===== src/rtl/dac_audio_sequencer_if.sv =====
// Audio sources, mute request and DAC-side outputs of the sequencer.
interface dac_audio_sequencer_if #(
    parameter int MSBI = 15
);
    logic            enable;
    logic [MSBI:0]   a_data;
    logic            a_valid;
    logic [MSBI:0]   b_data;
    logic            b_valid;
    logic [MSBI:0]   dac_value;
    logic            dac_cen;
    logic            muted;
    logic [1:0]      overrun;

    // Producer / control side: drives samples and the mute request.
    modport master (
        output enable, a_data, a_valid, b_data, b_valid,
        input  dac_value, dac_cen, muted, overrun
    );

    // Sequencer side.
    modport slave (
        input  enable, a_data, a_valid, b_data, b_valid,
        output dac_value, dac_cen, muted, overrun
    );
endinterface


===== src/rtl/dac_audio_sequencer.sv =====
// Mixes two signed audio sources at a fixed sample tick, applies a soft-mute
// gain ramp and presents an offset-binary value plus strobe to the DAC.
//
// state     | meaning
// ----------+-----------------------------------------------
// IDLE      | muted, gain 0, DAC held at midscale
// RAMP_UP   | gain climbing one step per tick toward 256
// RUN       | full gain 256, mix passed through unchanged
// RAMP_DOWN | gain falling one step per tick toward 0
module dac_audio_sequencer #(
    parameter int MSBI = 15,
    parameter int DIV  = 1125
) (
    input  logic                 clk,
    input  logic                 reset,
    dac_audio_sequencer_if.slave bus
);
    localparam int W  = MSBI + 1;
    localparam int CW = (DIV > 2) ? $clog2(DIV) : 1;

    typedef enum logic [1:0] {IDLE, RAMP_UP, RUN, RAMP_DOWN} state_t;

    state_t                state;
    state_t                state_next;
    logic [8:0]            gain;
    logic [8:0]            gain_next;
    logic [CW-1:0]         count;
    logic                  tick;
    logic [MSBI:0]         hold_a;
    logic [MSBI:0]         hold_b;
    logic                  fresh_a;
    logic                  fresh_b;
    logic signed [W:0]     sum;
    logic signed [W-1:0]   mix;
    logic signed [W+9:0]   product;
    logic signed [W-1:0]   scaled;
    logic                  unused_bits;

    assign tick = (count == CW'(DIV - 1));

    // Sample-rate counter: 0..DIV-1, tick on the last count.
    always_ff @(posedge clk) begin
        if (reset) begin
            count <= '0;
        end else if (tick) begin
            count <= '0;
        end else begin
            count <= count + CW'(1);
        end
    end

    // Holding registers, freshness flags and sticky overrun detection.
    always_ff @(posedge clk) begin
        if (reset) begin
            hold_a      <= '0;
            hold_b      <= '0;
            fresh_a     <= 1'b0;
            fresh_b     <= 1'b0;
            bus.overrun <= 2'b00;
        end else begin
            if (bus.a_valid) begin
                hold_a  <= bus.a_data;
                fresh_a <= 1'b1;
            end else if (tick) begin
                fresh_a <= 1'b0;
            end
            if (bus.b_valid) begin
                hold_b  <= bus.b_data;
                fresh_b <= 1'b1;
            end else if (tick) begin
                fresh_b <= 1'b0;
            end
            // A second sample before the previous one was consumed is lost.
            if (bus.a_valid && fresh_a && !tick) begin
                bus.overrun[0] <= 1'b1;
            end
            if (bus.b_valid && fresh_b && !tick) begin
                bus.overrun[1] <= 1'b1;
            end
        end
    end

    // Ramp decision for the current tick; a direction reversal holds gain.
    always_comb begin
        state_next = state;
        gain_next  = gain;
        unique case (state)
            IDLE: begin
                if (bus.enable) state_next = RAMP_UP;
            end
            RAMP_UP: begin
                if (bus.enable) begin
                    gain_next = gain + 9'd1;
                    if (gain == 9'd255) state_next = RUN;
                end else begin
                    state_next = RAMP_DOWN;
                end
            end
            RUN: begin
                if (!bus.enable) state_next = RAMP_DOWN;
            end
            RAMP_DOWN: begin
                if (!bus.enable) begin
                    gain_next = gain - 9'd1;
                    if (gain == 9'd1) state_next = IDLE;
                end else begin
                    state_next = RAMP_UP;
                end
            end
            default: state_next = IDLE;
        endcase
    end

    // Mix with floor halving, then scale by the post-update gain.
    always_comb begin
        sum         = {hold_a[MSBI], hold_a} + {hold_b[MSBI], hold_b};
        mix         = sum[W:1];
        product     = mix * $signed({1'b0, gain_next});
        scaled      = product[W+7:8];
        unused_bits = ^{sum[0], product[W+9:W+8], product[7:0]};
    end

    // Sequencer state, gain and registered DAC outputs, all advanced on tick.
    always_ff @(posedge clk) begin
        if (reset) begin
            state         <= IDLE;
            gain          <= 9'd0;
            bus.dac_value <= {1'b1, {MSBI{1'b0}}};
            bus.dac_cen   <= 1'b0;
            bus.muted     <= 1'b1;
        end else begin
            bus.dac_cen <= tick;
            if (tick) begin
                state         <= state_next;
                gain          <= gain_next;
                bus.muted     <= (state_next == IDLE);
                bus.dac_value <= {~scaled[MSBI], scaled[MSBI-1:0]};
            end
        end
    end
endmodule


===== src/flat_wrapper.sv =====
// flat-port wrapper written by rule: the top's interface ports become plain ports
module dac_audio_sequencer_flat 
#(
    parameter int MSBI = 15,
    parameter int DIV  = 1125
)
  (clk, reset, bus_enable, bus_a_data, bus_a_valid, bus_b_data, bus_b_valid, bus_dac_value, bus_dac_cen, bus_muted, bus_overrun);
  dac_audio_sequencer_if #(.MSBI(MSBI)) bus_i ();
  input  logic clk;
  input  logic reset;
  input wire logic [$bits(bus_i.enable)-1:0] bus_enable;
  input wire logic [$bits(bus_i.a_data)-1:0] bus_a_data;
  input wire logic [$bits(bus_i.a_valid)-1:0] bus_a_valid;
  input wire logic [$bits(bus_i.b_data)-1:0] bus_b_data;
  input wire logic [$bits(bus_i.b_valid)-1:0] bus_b_valid;
  output wire logic [$bits(bus_i.dac_value)-1:0] bus_dac_value;
  output wire logic [$bits(bus_i.dac_cen)-1:0] bus_dac_cen;
  output wire logic [$bits(bus_i.muted)-1:0] bus_muted;
  output wire logic [$bits(bus_i.overrun)-1:0] bus_overrun;
  assign bus_i.enable = bus_enable;
  assign bus_i.a_data = bus_a_data;
  assign bus_i.a_valid = bus_a_valid;
  assign bus_i.b_data = bus_b_data;
  assign bus_i.b_valid = bus_b_valid;
  assign bus_dac_value = bus_i.dac_value;
  assign bus_dac_cen = bus_i.dac_cen;
  assign bus_muted = bus_i.muted;
  assign bus_overrun = bus_i.overrun;
  dac_audio_sequencer #(.MSBI(MSBI), .DIV(DIV)) u_core (.clk(clk), .reset(reset), .bus(bus_i));
endmodule

===== config.mk =====
export PLATFORM = sky130hd
export DESIGN_NAME = dac_audio_sequencer_flat
export DESIGN_NICKNAME = d
export VERILOG_FILES = /design/src/rtl/dac_audio_sequencer_if.sv /design/src/rtl/dac_audio_sequencer.sv /design/src/flat_wrapper.sv
export SDC_FILE = /design/constraint.sdc
export NUM_CORES = 1
export LEC_CHECK = 0
export ABC_AREA = 1
export CAP_MARGIN = 20
export CORE_UTILIZATION = 56
export DETAILED_ROUTE_END_ITERATION = 6
export HOLD_SLACK_MARGIN = 0.06
export PLACE_DENSITY = 0.74
export SKIP_LAST_GASP = 1
export SLEW_MARGIN = 10
export SYNTH_ARGS = -nofsm -noshare
export SYNTH_HDL_FRONTEND = slang
export SYNTH_SLANG_ARGS = --single-unit

===== constraint.sdc =====
create_clock -name clk -period 15.9 [get_ports clk]
set_input_delay 3.18 -clock clk [delete_from_list [all_inputs] [get_ports clk]]
set_output_delay 3.18 -clock clk [all_outputs]
set_load 0.05 [all_outputs]

==> impl_metrics.tcl, run 1 <==
set metrics [dict create \
    outcome "finished clean" \
    synth_area_per_cell_um2 7.402 \
    fill_cells 1405 \
    synth.area.top_cells "fa_1, dfxtp_1, ha_1" \
    root_buffer "clkbuf_16" \
    yosys.area.top_type_share_pct 26.05 \
    clock_power_share_pct 47.3 \
    critPathBufInv 7 \
    chipHeight_um 127.6 \
    rows 45 \
    die_area_um2 16290 \
    relSlewSlack_pct 49.48 \
    hp-class "reg2reg" \
    synth.top_cells.by_count "nand2_1, inv_1, nor2_1, fa_1, dfxtp_1" \
    grt_pass1_vias 7713 \
    yosysMostFrequentCell "nand2_1" \
    synthFlopType "dfxtp_1" \
    place_inst 1438 \
    vias 7695 \
    post_cts_buffers 0 \
    fin_nets 1462 \
    antenna_found_initial 0 \
    peakVddDrop_uv 49.09 \
    clock_sinks 76 \
    netSwitchingFraction_pct 26.21 \
    die_x_um 127.6 \
    finalCritPeriodShare_pct 60.15 \
    post_drt_wl_per_cell_um 14.40 \
    setup_ws_ns 6.336 \
    setup.worst_path.end_class "flop" \
    overflow 0 \
    setup_tns_ns 0 \
    total_leakage_power_nw 5.261 \
    period_minus_slack_ns 9.564 \
    ys_ff_latch 76 \
    path_delay_family "adder cells" \
    cap_viol_max_count 0 \
    grt_max_degree 33 \
    cpMostUsedCell "nand2_1" \
    synthCells 1194 \
    p_int_uw 394.0 \
    drive_above_1_share_pct 5.305 \
    start_util_pct 57.71 \
    io_pins 57 \
    portBuffers 56 \
    critPathMaxFanout 12 \
    fp.coreArea_um2 15310 \
    clock_latency_ns 0.35 \
    setup_viol 0 \
    cts-htree-levels 3 \
    slew_viol_final 0 \
    dp_slack_ns 5.619 \
    critPathRequiredTime_ns 16.15 \
    clk_path_buf_depth 2 \
    p_comb_share_pct 15.0 \
    drtIter0Drc 476 \
    cts.clk_slew.worst_paths_ns 0.06 \
    ctsHoldBuffers 0 \
    synthesis.nets 1417 \
    pwr-share-seq_pct 37.7 \
    max_freq_mhz 104.6 \
    grt_util_all_layers_pct 28.09 \
    rsz0062_at_grt "no" \
    drc_errors 0 \
    crit_type "in2reg" \
    diodes 0 \
    post_cts_resized 0 \
    worstPathArrival_ns 9.81 \
    wl_mm 20.96 \
    tightest_slew_ns 0.7570 \
    fin_util_pct 64.93 \
    ys_warn_count 0 \
    dr.pass1.iters 5 \
    ys_seq_area_share_pct 17.21 \
    synth_area_leader_cell "fa_1" \
    synth_edf_count 0 \
    grt_pass1_wl_mm 36.13 \
    switchingPower_uw 140.0 \
    finalWeightedCongestion 0.9427 \
    power.density_nw_per_um2 53.70 \
    clock_skew_ns 0.006364 \
    viasPerCell 5.289 \
    ys_types 49 \
    cpPeakStageDelay_ns 0.63 \
    rrSetupSlack_ns 9.08 \
    cp_slowest_cell "clkdlybuf4s50_1" \
    dp_hpwl_mm 16.67 \
    syn_area_um2 8838 \
    cts_tree "done" \
    final_cells 1455 \
    cts_inserted_buffers 9 \
    finalHoldViolCount 0 \
    area_delta_synth_final_pct 12.51 \
    cp-start-kind "primary input" \
    antenna_left 0 \
    async_flop_share_pct 0 \
    fin_hold_ws_ns 0.4514 \
]
[final timing paths]
path | from | to | cells past startpoint
setup / recovery | bus_enable | u_core.bus.dac_value[15]$_SDFFE_PP1P_ | 30
hold / removal | u_core.bus.dac_value[11]$_SDFFE_PP0P_ | u_core.bus.dac_value[11]$_SDFFE_PP0P_ | 2
setup reg to reg | u_core.hold_a[0]$_SDFFE_PP0P_ | u_core.bus.dac_value[15]$_SDFFE_PP1P_ | 31
hold reg to reg | u_core.bus.dac_value[11]$_SDFFE_PP0P_ | u_core.bus.dac_value[11]$_SDFFE_PP0P_ | 2
[logic make-up (layout without fill, tap and decap cells)]
kind of cell    after synthesis  in the layout  share of synthesized area (%)
buf+inv                     255            305                          11.10
flops                        76             76                          17.21
xor+xnor                     15             15                          1.486
compound gates              160            160                          10.42
fa+ha+maj                   186            186                          36.10
simple gates                502            502                          23.68
[sequential cells by signal, summed over array words and instances, names as in the netlist]
name	flops
u_core.bus.dac_cen	1
u_core.hold_b	16
u_core.fresh_b	1
u_core.bus.muted	1
u_core.fresh_a	1
u_core.bus.dac_value	16
u_core.hold_a	16
u_core.state	2
u_core.gain	9
u_core.bus.overrun	2
u_core.count	11
[routing by layer]
layer / vias up / GRT usage [%] / part of all wire (%)
li1: 3784 / - / -
met1: 3700 / 36.80 / 46
met2: 172 / 47.83 / 48
met3: 39 / 4.146 / 4.0
met4: 0 / 9.204 / 2.1
met5: - / 0 / 0
[placed cells by master (no fill, tap or decap), types with 32 or more instances in the layout]
cell and instances:
a21oi_1 56, nand3_1 32, o21ai_0 55, fa_1 115, inv_1 217, nor2_1 176, nand2_1 236, dfxtp_1 76
ha_1 71, clkdlybuf4s50_1 56
[worst min-delay path, stage by stage (launching register included)]
cell	delay (ns)
dfxtp_1	0.31
nand2_1	0.06
nand2_1	0.04
[per-stage QoR]
| step | cell area, um^2 | power [mW] |
|---|---|---|
| 3_5_place_dp | 9567 | 0.2838 |
| 6_report | 9945 | 0.5340 |
| 3_3_place_gp | 9567 | 0.2832 |
| 2_1_floorplan | 8838 | 0.2562 |
| 5_1_grt | 9945 | 0.5544 |
| 4_1_cts | 9937 | 0.5345 |
[power by group through the flow]
stage	Clock (mW)	Sequential, mW	Combinational, mW
global route	0.264	0.202	0.0883
floorplan	0	0.206	0.0506
global placement	0	0.206	0.0777
finish	0.253	0.201	0.0799
detailed placement	0	0.206	0.0782
CTS	0.254	0.201	0.0792
[final cells by class]
cell class              count  area, um^2  share of cell area [%]
clock buffers              13       280.3                   2.818
clock inverters             3       90.09                  0.9059
well taps                 211       264.0                   2.655
multi-input cells         863        6336                   63.71
repair buffers             60       590.6                   5.939
inverters                 229       862.1                   8.669
flip-flops and latches     76        1521                   15.30
(Power assumes the default switching activity.)
==> run 2: changes to the inputs <==
--- a/config.mk
+++ b/config.mk
@@ -10,7 +10,7 @@
 export CORE_UTILIZATION = 56
 export DETAILED_ROUTE_END_ITERATION = 6
 export HOLD_SLACK_MARGIN = 0.06
-export PLACE_DENSITY = 0.74
+export PLACE_DENSITY = 0.77
 export SKIP_LAST_GASP = 1
 export SLEW_MARGIN = 10
 export SYNTH_ARGS = -nofsm -noshare
==> constraint.sdc (replaced) <==
create_clock -name clk -period 8.4 [get_ports clk]
set_input_delay 1.68 -clock clk [delete_from_list [all_inputs] [get_ports clk]]
set_output_delay 1.68 -clock clk [all_outputs]
set_load 0.05 [all_outputs]
==> impl_metrics.tcl, run 2 (synthesized netlist as in run 1, its figures left out) <==
set metrics [dict create \
    antenna_left 0 \
    fin_util_pct 64.76 \
    fp.coreArea_um2 15310 \
    peakVddDrop_uv 86.42 \
    grt_pass1_wl_mm 36.19 \
    overflow 0 \
    cts_inserted_buffers 9 \
    finalWeightedCongestion 0.9324 \
    chipHeight_um 127.6 \
    diodes 0 \
    setup.worst_path.end_class "flop" \
    cpPeakStageDelay_ns 0.63 \
    netSwitchingFraction_pct 27.95 \
    hp-class "reg2reg" \
    wl_met2_mm 9.882 \
    final_cell_area_um2 9918 \
    slew_viol_final 0 \
    grt_util_all_layers_pct 28.17 \
    cts.clk_slew.worst_paths_ns 0.06 \
    post_drt_wl_per_cell_um 14.28 \
    critPathRequiredTime_ns 8.65 \
    setup_viol 0 \
    wl_met3_mm 1.208 \
    period_minus_slack_ns 7.615 \
    switchingPower_uw 264.0 \
    io_pins 57 \
    clock_power_share_pct 43.4 \
    layout_commonest_cell "nand2_1" \
    finalCritPeriodShare_pct 90.66 \
    p_int_uw 680.5 \
    tightest_slew_ns 0.7348 \
    rsz0062_at_grt "no" \
    place_area_um2 9612 \
    cpMostUsedCell "nand2_1" \
    drive_above_1_share_pct 5.529 \
    wl_mm 20.83 \
    area_delta_synth_final_pct 12.22 \
    clock_sinks 76 \
    critPathBufInv 9 \
    final_cells 1459 \
    post_cts_resized 0 \
    total_leakage_power_nw 5.252 \
    dp_hpwl_mm 16.58 \
    pwr-share-seq_pct 40.4 \
    cp_slowest_cell "clkdlybuf4s50_1" \
    relSlewSlack_pct 50.96 \
    cts_tree "done" \
    dr.max_layer_used "met4" \
    die_area_um2 16290 \
    drc_errors 0 \
    antenna_found_initial 0 \
    clock_skew_ns 0.007957 \
    start_util_pct 57.71 \
    path_delay_family "adder cells" \
    max_freq_mhz 131.3 \
    ctsHoldBuffers 0 \
    outcome "finished clean" \
    vias 7770 \
    viasPerCell 5.326 \
    drtIter0Drc 713 \
    grt_pass1_vias 7711 \
    cap_viol_max_count 0 \
    setup_tns_ns 0 \
    root_buffer "clkbuf_16" \
    wl_met1_mm 9.183 \
    finalHoldViolCount 0 \
    place_inst 1444 \
    portBuffers 56 \
    setup_ws_ns 0.7849 \
    die_x_um 127.6 \
    grt_max_degree 33 \
    p_comb_share_pct 16.2 \
    cp-start-kind "primary input" \
    critPathMaxFanout 12 \
    rows 45 \
    worstPathArrival_ns 7.86 \
    cts-htree-levels 3 \
    dr.pass1.iters 6 \
    post_cts_buffers 0 \
    clk_path_buf_depth 2 \
    dp_slack_ns 0.4913 \
    layout_common_cells "nand2_1, inv_1, nor2_1" \
    power.density_nw_per_um2 95.24 \
    clock_latency_ns 0.34 \
    fin_nets 1467 \
    reg_top3 "u_core.bus.dac_value: 16 flops, u_core.hold_a: 16 flops, u_core.hold_b: 16 flops" \
    crit_type "in2reg" \
]
-- run 2: cell types whose count changed in the layout (fill, tap and decap cells not counted) --
cell,change
clkinvlp_4,+1
clkinv_2,+2
bufinv_16,-1
clkbuf_1,+1
buf_4,+5
clkbuf_8,-4
-- run 2: cell type report --
| cell class | count | area, um^2 |
|---|---|---|
| Tap cell | 211 | 264.0 |
| Inverter | 229 | 862.1 |
| Sequential cell | 76 | 1521 |
| Clock inverter | 5 | 77.57 |
| Fill cell | 1369 | 5396 |
| Multi-Input combinational cell | 863 | 6336 |
| Clock buffer | 10 | 229.0 |
| Timing Repair Buffer | 65 | 628.1 |
-- run 2: routing by layer --
layer,global-route usage (%),up-vias
met5,0,-
met4,8.581,0
met3,4.564,49
met2,47.89,223
met1,36.93,3702
li1,-,3796
-- run 2: worst reg2reg max path: cells and delay by family (launching register included) --
| kind | cells | cell delay [ns] |
|---|---|---|
| adders and majority gates | 7 | 3.24 |
| AOI/OAI and AO/OA | 7 | 0.99 |
| DFF | 1 | 0.31 |
| xor gates and xnor gates | 1 | 0.54 |
| buffers and inverters | 6 | 0.47 |
| and+or+nand+nor | 10 | 0.97 |
-- run 2: power groups by stage --
stage          Sequential, mW  Clock [mW]  Combinational, mW
5_1_grt                 0.383       0.432              0.169
3_3_place_gp            0.389           0              0.148
6_report                0.382       0.410              0.153
3_5_place_dp            0.389           0              0.150
2_1_floorplan           0.389           0             0.0957
4_1_cts                 0.381       0.413              0.151
-- run 2: through the flow --
stage	hold WS [ns]	power (mW)
after floorplan	0.4173	0.4849
after global placement	0.4298	0.5371
after detailed placement	0.4399	0.5385
after CTS	0.4522	0.9460
after global routing	0.4646	0.9833
final	0.4467	0.9446
-- run 2: final timing paths --
path / from / end / slack, ns / depth (start not counted)
hold / removal: u_core.count[0]$_SDFF_PP0_ / u_core.count[0]$_SDFF_PP0_ / 0.45 / 1
hold reg to reg: u_core.count[0]$_SDFF_PP0_ / u_core.count[0]$_SDFF_PP0_ / 0.45 / 1
setup reg to reg: u_core.hold_a[0]$_SDFFE_PP0P_ / u_core.bus.dac_value[15]$_SDFFE_PP1P_ / 1.79 / 31
setup / recovery: bus_enable / u_core.bus.dac_value[15]$_SDFFE_PP1P_ / 0.78 / 32
